<file path="src/rtl/int_arith_pkg.sv">
// Shared types and sizing helpers for the sequential integer arithmetic units
// (multiplier and divider).
package int_arith_pkg;

    typedef enum logic [1:0] {
        IDLE = 2'd0,
        RUN  = 2'd1,
        DONE = 2'd2
    } arith_state_t;

    // Iteration counter width: must hold the value WIDTH itself.
    function automatic int unsigned cnt_w(input int unsigned width);
        return $clog2(width + 1);
    endfunction

endpackage

</file>
<file path="src/rtl/mul_int_if.sv">
// Start/busy/valid operand handshake shared by the multiplier and divider.
interface mul_int_if #(
    parameter int unsigned WIDTH = 4
) ();

    logic                 start;
    logic                 busy;
    logic                 valid;
    logic                 zero;
    logic [WIDTH-1:0]     x;
    logic [WIDTH-1:0]     y;
    logic [2*WIDTH-1:0]   p;

    modport master (
        output start, x, y,
        input  busy, valid, zero, p
    );

    modport slave (
        input  start, x, y,
        output busy, valid, zero, p
    );

endinterface

</file>
<file path="src/rtl/mul_int_step.sv">
// One radix-2 add-shift iteration: conditionally add x1, then shift {acc,m} right.
module mul_int_step #(
    parameter int unsigned WIDTH = 4
) (
    input  logic [WIDTH:0]   acc,
    input  logic [WIDTH-1:0] m,
    input  logic [WIDTH-1:0] x1,
    output logic [WIDTH:0]   acc_next,
    output logic [WIDTH-1:0] m_next
);

    logic [WIDTH:0]   sum;
    logic [2*WIDTH:0] cat;

    always_comb begin
        sum = m[0] ? (acc + {1'b0, x1}) : acc;
        cat = {sum, m} >> 1;
    end

    assign acc_next = cat[2*WIDTH:WIDTH];
    assign m_next   = cat[WIDTH-1:0];

endmodule

</file>
<file path="src/rtl/mul_int.sv">
// Sequential radix-2 shift-add unsigned multiplier producing the full 2*WIDTH product.
module mul_int
    import int_arith_pkg::*;
#(
    parameter int unsigned WIDTH = 4
) (
    input  logic     clk,
    input  logic     rst_n,
    mul_int_if.slave bus
);

    localparam int unsigned CNT_W = cnt_w(WIDTH);
    localparam int unsigned PW    = 2 * WIDTH;

    arith_state_t     state_q, state_d;
    logic [WIDTH:0]   acc_q, acc_d;
    logic [WIDTH-1:0] m_q, m_d;
    logic [WIDTH-1:0] x1_q, x1_d;
    logic [CNT_W-1:0] i_q, i_d;
    logic             busy_q, busy_d;
    logic             valid_q, valid_d;
    logic             zero_q, zero_d;
    logic [PW-1:0]    p_q, p_d;

    logic [WIDTH:0]   acc_step;
    logic [WIDTH-1:0] m_step;

    mul_int_step #(.WIDTH(WIDTH)) u_step (
        .acc      (acc_q),
        .m        (m_q),
        .x1       (x1_q),
        .acc_next (acc_step),
        .m_next   (m_step)
    );

    always_ff @(posedge clk or negedge rst_n) begin
        if (!rst_n) begin
            state_q <= IDLE;
            acc_q   <= '0;
            m_q     <= '0;
            x1_q    <= '0;
            i_q     <= '0;
            busy_q  <= 1'b0;
            valid_q <= 1'b0;
            zero_q  <= 1'b0;
            p_q     <= '0;
        end else begin
            state_q <= state_d;
            acc_q   <= acc_d;
            m_q     <= m_d;
            x1_q    <= x1_d;
            i_q     <= i_d;
            busy_q  <= busy_d;
            valid_q <= valid_d;
            zero_q  <= zero_d;
            p_q     <= p_d;
        end
    end

    // A zero operand enters RUN with busy low; RUN then finishes on the next edge.
    always_comb begin
        state_d = state_q;
        acc_d   = acc_q;
        m_d     = m_q;
        x1_d    = x1_q;
        i_d     = i_q;
        busy_d  = busy_q;
        valid_d = valid_q;
        zero_d  = zero_q;
        p_d     = p_q;

        if (bus.start) begin
            valid_d = 1'b0;
            zero_d  = 1'b0;
            x1_d    = bus.x;
            i_d     = CNT_W'(WIDTH);
            acc_d   = '0;
            m_d     = bus.y;
            busy_d  = (bus.x != '0) && (bus.y != '0);
            state_d = RUN;
        end else begin
            case (state_q)
                RUN: begin
                    if (!busy_q || (i_q == '0)) begin
                        busy_d  = 1'b0;
                        valid_d = 1'b1;
                        p_d     = busy_q ? {acc_q[WIDTH-1:0], m_q} : '0;
                        zero_d  = (p_d == '0);
                        state_d = DONE;
                    end else begin
                        acc_d = acc_step;
                        m_d   = m_step;
                        i_d   = i_q - CNT_W'(1);
                    end
                end
                default: ;
            endcase
        end
    end

    assign bus.busy  = busy_q;
    assign bus.valid = valid_q;
    assign bus.zero  = zero_q;
    assign bus.p     = p_q;

endmodule

</file>
<file path="src/flat_wrapper.sv">
// flat-port wrapper written by rule: the top's interface ports become plain ports
module mul_int_flat import int_arith_pkg::*;
#(
    parameter int unsigned WIDTH = 4
)
  (clk, rst_n, bus_start, bus_x, bus_y, bus_busy, bus_valid, bus_zero, bus_p);
  mul_int_if #(.WIDTH(WIDTH)) bus_i ();
  input  logic clk;
  input  logic rst_n;
  input wire logic [$bits(bus_i.start)-1:0] bus_start;
  input wire logic [$bits(bus_i.x)-1:0] bus_x;
  input wire logic [$bits(bus_i.y)-1:0] bus_y;
  output wire logic [$bits(bus_i.busy)-1:0] bus_busy;
  output wire logic [$bits(bus_i.valid)-1:0] bus_valid;
  output wire logic [$bits(bus_i.zero)-1:0] bus_zero;
  output wire logic [$bits(bus_i.p)-1:0] bus_p;
  assign bus_i.start = bus_start;
  assign bus_i.x = bus_x;
  assign bus_i.y = bus_y;
  assign bus_busy = bus_i.busy;
  assign bus_valid = bus_i.valid;
  assign bus_zero = bus_i.zero;
  assign bus_p = bus_i.p;
  mul_int #(.WIDTH(WIDTH)) u_core (.clk(clk), .rst_n(rst_n), .bus(bus_i));
endmodule
</file>
<file path="config.mk">
export PLATFORM = sky130hd
export DESIGN_NAME = mul_int_flat
export DESIGN_NICKNAME = d
export VERILOG_FILES = /design/src/rtl/int_arith_pkg.sv /design/src/rtl/mul_int_if.sv /design/src/rtl/mul_int_step.sv /design/src/rtl/mul_int.sv /design/src/flat_wrapper.sv
export SDC_FILE = /design/constraint.sdc
export NUM_CORES = 1
export LEC_CHECK = 0
export BUFFER_PORTS_ARGS = -buffer_cell sky130_fd_sc_hd__buf_4
export CELL_PAD_IN_SITES_DETAIL_PLACEMENT = 1
export CELL_PAD_IN_SITES_GLOBAL_PLACEMENT = 2
export CORE_MARGIN = 2
export CORE_UTILIZATION = 30
export CTS_BUF_LIST = sky130_fd_sc_hd__clkbuf_16
export DETAILED_ROUTE_END_ITERATION = 6
export HOLD_SLACK_MARGIN = 0.12
export PLACE_DENSITY = 0.8
export SLEW_MARGIN = 20
export SYNTH_ARGS = -nofsm -noshare
export SYNTH_HDL_FRONTEND = slang
export SYNTH_SLANG_ARGS = --single-unit
</file>
<file path="constraint.sdc">
create_clock -name clk -period 4.8 [get_ports clk]
set_clock_uncertainty 0.2 [all_clocks]
set_input_delay 0.48 -clock clk [delete_from_list [all_inputs] [get_ports clk]]
set_output_delay 0.48 -clock clk [all_outputs]
set_load 0.02 [all_outputs]
</file>
[Yosys cells after proc, flatten, opt, wreduce, memory -nomap -nowiden]
Cells that the tools add are included.
Word-level totals
  register bits: 29
  input bits: 11
Operators by class
  add/sub/neg operators: 2
  bitwise logic cells: 1
  eq/ne operators: 2
  reductions and logical operators: 12
  muxes and demuxes: 23
Operator list (count)
  $mux W5: 4
  $mux W4: 3
  $mux W1: 9
  $mux W3: 3
  $logic_not A8 Y1: 1
  $mux W8: 1
  $reduce_bool A4 Y1: 2
  $mux W2: 3
  $add A5 B4 Y5: 1
  $reduce_and A2 Y1: 2
  $reduce_bool A2 Y1: 2
  $logic_not A3 Y1: 1
  $reduce_and A3 Y1: 1
  $sub A3 B1 Y3 const B: 1
  $eq A2 B1 Y1 const B: 1
  $ne A2 B2 Y1 const B: 1
  $logic_and A1 B1 Y1: 1
  $logic_not A1 Y1: 1
  $logic_or A1 B1 Y1: 1
  $not A1 Y1: 1

[Logic depth before layout (Yosys ltp)]
  depth in word-level cells: 5
  mapped depth: 8
  mapped depth without buffers: 7

[Cells and area by module]
From an unflattened synthesis, not the netlist that was laid out.
Second synthesis, totals
  cell total of the unflattened synthesis: 137
  area, all modules: 1503.9 um^2
Modules (own cells, without submodules)
  mul_int: cells each 104, instances 1, seq. area each 700.7 um^2, area each 1255.0 um^2
  mul_int_step: cells each 33, instances 1, seq. area each 0.0 um^2, area each 249.0 um^2

[Worst setup path before layout]
No wires, ideal clock.
  path type: register to register
  from: register u_core.i_q[0]
  to: register u_core.m_q[2]
  stages on the path, launching flop included: 9
  setup slack: 2.953 ns
  arrival time: 1.515 ns
  path buffers: 1
  period minus slack after synthesis: 1.847 ns
  setup time: 0.132 ns
  data required time: 4.468 ns
  cell sequence: dfrtp_1 > inv_1 > ha_1 > ha_1 > and2b_4 > and3b_1 > buf_4 > mux2i_1 > o21ai_1
On the way
  longest elaborated chain between the ends: 4
Ends and longest elaborated chain
  start: declaration: RTL line mul_int.sv:19  | logic [CNT_W-1:0] i_q, i_d;
  start signal: assignment: RTL line mul_int.sv:52  | i_q <= i_d;
  $logic_not A3 Y1: RTL line mul_int.sv:84  | if (!busy_q || (i_q == '0)) begin
  $logic_or A1 B1 Y1: RTL line mul_int.sv:84
  $ne A2 B2 Y1 (no line)
  $reduce_and A2 Y1 (no line)
  end signal: assignment: RTL line mul_int.sv:50  | m_q <= m_d;
  end: declaration: RTL line mul_int.sv:17  | logic [WIDTH-1:0] m_q, m_d;
No other way between the ends.
A chain may end at the register's enable or synchronous reset.

[Worst setup path after layout]
Same ends and word-level chain as after synthesis.

==> metrics.txt <==
# TYPE chip_impl_metric gauge
chip_impl_metric{name="grt_antenna_before_repair",unit=""} 0
chip_impl_metric{name="layout-drive-gt1-share",unit="%"} 20.38
chip_impl_metric{name="drc",unit=""} 0
chip_impl_metric{name="dr_total_vias",unit=""} 1044
chip_impl_metric{name="clock_path_buffers",unit=""} 2
chip_impl_metric{name="cts_max_level",unit=""} 1
chip_impl_metric{name="grt_ovf",unit=""} 0
chip_impl_metric{name="synth.mux.area_fraction",unit="%"} 7.561
chip_impl_info{name="setup.worst_path.class",value="reg2reg"} 1
chip_impl_info{name="tritoncts_clock_tree",value="yes"} 1
chip_impl_metric{name="crit_path_arrival_time",unit="ps"} 2010
chip_impl_metric{name="clock-sinks",unit=""} 27
chip_impl_metric{name="placeableCoreArea",unit="um2"} 4414
chip_impl_metric{name="drt-pass1-iter-count",unit=""} 4
chip_impl_metric{name="grt_use_total",unit="%"} 12.92
chip_impl_metric{name="async_reset_ff_share",unit="%"} 100.0
chip_impl_metric{name="synthesis.area",unit="um2"} 1390
chip_impl_metric{name="avgSynthCellArea",unit="um2"} 10.00
chip_impl_metric{name="power_per_cell_area",unit="nW/um2"} 480.7
chip_impl_info{name="synth_top_family_by_area",value="simple AND/OR/NAND/NOR gates"} 1
chip_impl_info{name="commonest_non_fill_non_tap_cell_in_the_layout",value="dfrtp_1"} 1
chip_impl_info{name="clock_tree.root_cell",value="clkbuf_16"} 1
chip_impl_metric{name="yosys_register_bits",unit=""} 27
chip_impl_metric{name="num_antenna_cells",unit=""} 0
chip_impl_info{name="run_status",value="finished, final reports clean"} 1
chip_impl_metric{name="timing.fmax",unit="GHz"} 0.4828
chip_impl_metric{name="synth_compound_gate_area_share",unit="%"} 10.89
chip_impl_metric{name="area_growth_from_synthesis_to_final_layout",unit="%"} 19.44
chip_impl_metric{name="detailedPlacementHpwl",unit="mm"} 2.279
chip_impl_metric{name="worst-endpoint-required",unit="ps"} 4730
chip_impl_metric{name="xor_xnor_portion_of_the_synthesized_cell_area",unit="%"} 1.260
chip_impl_info{name="cp-start-kind",value="flop"} 1
chip_impl_metric{name="placement.io_buffers",unit=""} 21
chip_impl_metric{name="synth_fa_ha_area_share",unit="%"} 6.841
chip_impl_metric{name="ys_seq_area_share",unit="%"} 48.60
chip_impl_metric{name="worst_ir_drop_vdd",unit="uV"} 140.5
chip_impl_metric{name="initial_utilization",unit="%"} 31.49
chip_impl_metric{name="p_total",unit="mW"} 0.7982
chip_impl_metric{name="finalMaxSlewViolations",unit=""} 0
chip_impl_info{name="most-common-layout-cells",value="dfrtp_1 (27), nand2_1 (23), buf_4 (21), o21ai_1 (13), nor2_1 (11)"} 1
chip_impl_info{name="top_reg_cell_synth",value="dfrtp_1"} 1
chip_impl_metric{name="clock_pin_slew_of_the_registers_on_the_worst_case_setup_and_hold_paths",unit="ps"} 70
chip_impl_metric{name="synth_enable_flop_cells",unit=""} 0
chip_impl_metric{name="power.leakage",unit="nW"} 0.7593
chip_impl_metric{name="post_synth_simple_gate_area",unit="%"} 19.98
chip_impl_metric{name="worstSkewPairLatency",unit="ps"} 260
chip_impl_metric{name="placement_rows",unit=""} 24
chip_impl_metric{name="vias_in_the_first_global_route",unit=""} 1098
chip_impl_metric{name="worst_slew_pin_slew",unit="ps"} 486.2
chip_impl_info{name="worst_setup_path_end_kind",value="flop"} 1
chip_impl_metric{name="wl_per_cell",unit="um"} 14.72
chip_impl_metric{name="max_cap_violations",unit=""} 0
chip_impl_info{name="hold_path_class",value="in2reg"} 1
chip_impl_metric{name="timing.max_slew.rel_slack",unit="%"} 67.40
chip_impl_metric{name="die-height",unit="um"} 72.07
chip_impl_metric{name="finalNetCount",unit=""} 176
chip_impl_metric{name="syn-instance-count",unit=""} 139
chip_impl_metric{name="die_outline_width",unit="um"} 72.07
chip_impl_metric{name="grt_max_degree",unit=""} 28
chip_impl_metric{name="fin_tns_setup",unit="ps"} 0
chip_impl_metric{name="layout.core_utilization",unit="%"} 37.61
chip_impl_metric{name="routabilityCongestion",unit=""} 0.7528
chip_impl_metric{name="period_needed",unit="ps"} 2071
chip_impl_metric{name="crit_fanout",unit=""} 7
chip_impl_metric{name="numCtsBuffers",unit=""} 3
chip_impl_metric{name="synthDistinctLibCells",unit=""} 37
chip_impl_metric{name="syn_nets",unit=""} 157
chip_impl_metric{name="drtAntennaViolNets",unit=""} 0
chip_impl_metric{name="finalCritPeriodShare",unit="%"} 43.15
chip_impl_metric{name="fp.dieArea",unit="um2"} 5194
chip_impl_metric{name="boundaryPins",unit=""} 22
chip_impl_metric{name="drt_wirelength",unit="mm"} 3.076
chip_impl_metric{name="setup_viol",unit=""} 0
chip_impl_metric{name="synth_warn",unit=""} 0
chip_impl_metric{name="avgViaCountPerCell",unit=""} 4.995
chip_impl_info{name="setup_repair_after_global_routing_missed_its_margin",value="no"} 1
chip_impl_metric{name="grt_first_pass_wirelength",unit="mm"} 5.257
chip_impl_metric{name="initialDrtViolationCount",unit=""} 28
chip_impl_metric{name="final_hold_viol_count",unit=""} 0
-- cell families (layout without fill, tap and decap cells) --
group                      Yosys count  count (layout)
AOI/OAI and AO/OA                   26              26
xor gates and xnor gates             2               2
adders and majority gates            7               7
buffers and inverters               15              33
DFF                                 27              27
muxes                               10              10
and+or+nand+nor                     52              52
-- layout make-up --
| type | instances | area (um2) |
|---|---|---|
| fill | 504 | 2754 |
| sequential | 27 | 675.6 |
| multi-input combinational | 97 | 646.9 |
| timing repair buffer | 22 | 167.7 |
| clock buffer | 3 | 75.07 |
| tap | 52 | 65.06 |
| inverter | 7 | 26.28 |
| clock inverter | 1 | 3.754 |
-- layer usage --
metal  global-route usage, %  wire [um]  vias to the layer above
li1                        -          -                      513
met1                   16.30       1393                      512
met2                   23.34       1574                       17
met3                   2.083         94                        2
met4                   2.516         14                        0
met5                       0          0                        -
-- state kept, by name (all words and copies together), names as in the netlist --
signal,cells
u_core.bus.busy,1
u_core.acc_q,4
u_core.i_q,3
u_core.bus.p,8
u_core.bus.zero,1
u_core.x1_q,4
u_core.state_q,2
u_core.m_q,4
-- report_power, final --
| part | switching, mW | internal [mW] |
|---|---|---|
| Sequential | 0.0506 | 0.281 |
| Clock | 0.0736 | 0.111 |
| Combinational | 0.155 | 0.127 |
| Total | 0.279 | 0.519 |
-- timing repair --
item,4_1_cts,5_1_grt
hold buffers,1,0
resized for setup,0,0
endpoints found under the hold margin,27,0
setup buffers,0,0
endpoints found under the setup margin,0,0
-- through the flow --
step                      cell area, um2  hold slack (ps)  setup WS (ps)  std cells
after floorplan                     1390           -15.59           2953        139
after global placement              1572            216.0           2822        204
after detailed placement            1572            224.0           2724        204
after CTS                           1660            239.8           2702        209
after global routing                1660            259.7           2640        209
final                               1660            245.1           2729        209
-- critical path, cell delays in order (launching register included) --
cell	delay, ps
dfrtp_1	370
inv_1	60
ha_1	190
ha_1	180
and2b_4	290
and3b_1	360
mux2i_1	230
o21ai_1	70
-- path summary, 6_finish.rpt --
kind                                  from  depth (start not counted)           endpoint  slack [ps]
setup / recovery             u_core.i_q[0]                          7      u_core.m_q[2]        2730
hold / removal                    bus_x[1]                          3     u_core.x1_q[1]         250
setup reg to reg             u_core.i_q[0]                          7      u_core.m_q[2]        2730
hold reg to reg            u_core.bus.p[1]                          2    u_core.bus.p[1]         280
max in group asynchronous            rst_n                          2  u_core.state_q[1]        3660
min in group asynchronous            rst_n                          2     u_core.x1_q[1]         470
-- cells in the mapped netlist (3+ instances only) --
| cell type | instances | area (um2) |
|---|---|---|
| a21oi_1 | 4 | 20.02 |
| nor2_1 | 11 | 41.29 |
| ha_1 | 6 | 75.07 |
| inv_1 | 7 | 26.28 |
| buf_2 | 3 | 15.01 |
| o21ai_1 | 13 | 65.06 |
| mux2i_1 | 6 | 60.06 |
| dfrtp_1 | 27 | 675.7 |
| mux2_2 | 4 | 45.04 |
| nand2_1 | 23 | 86.33 |
(Power assumes the default switching activity.)
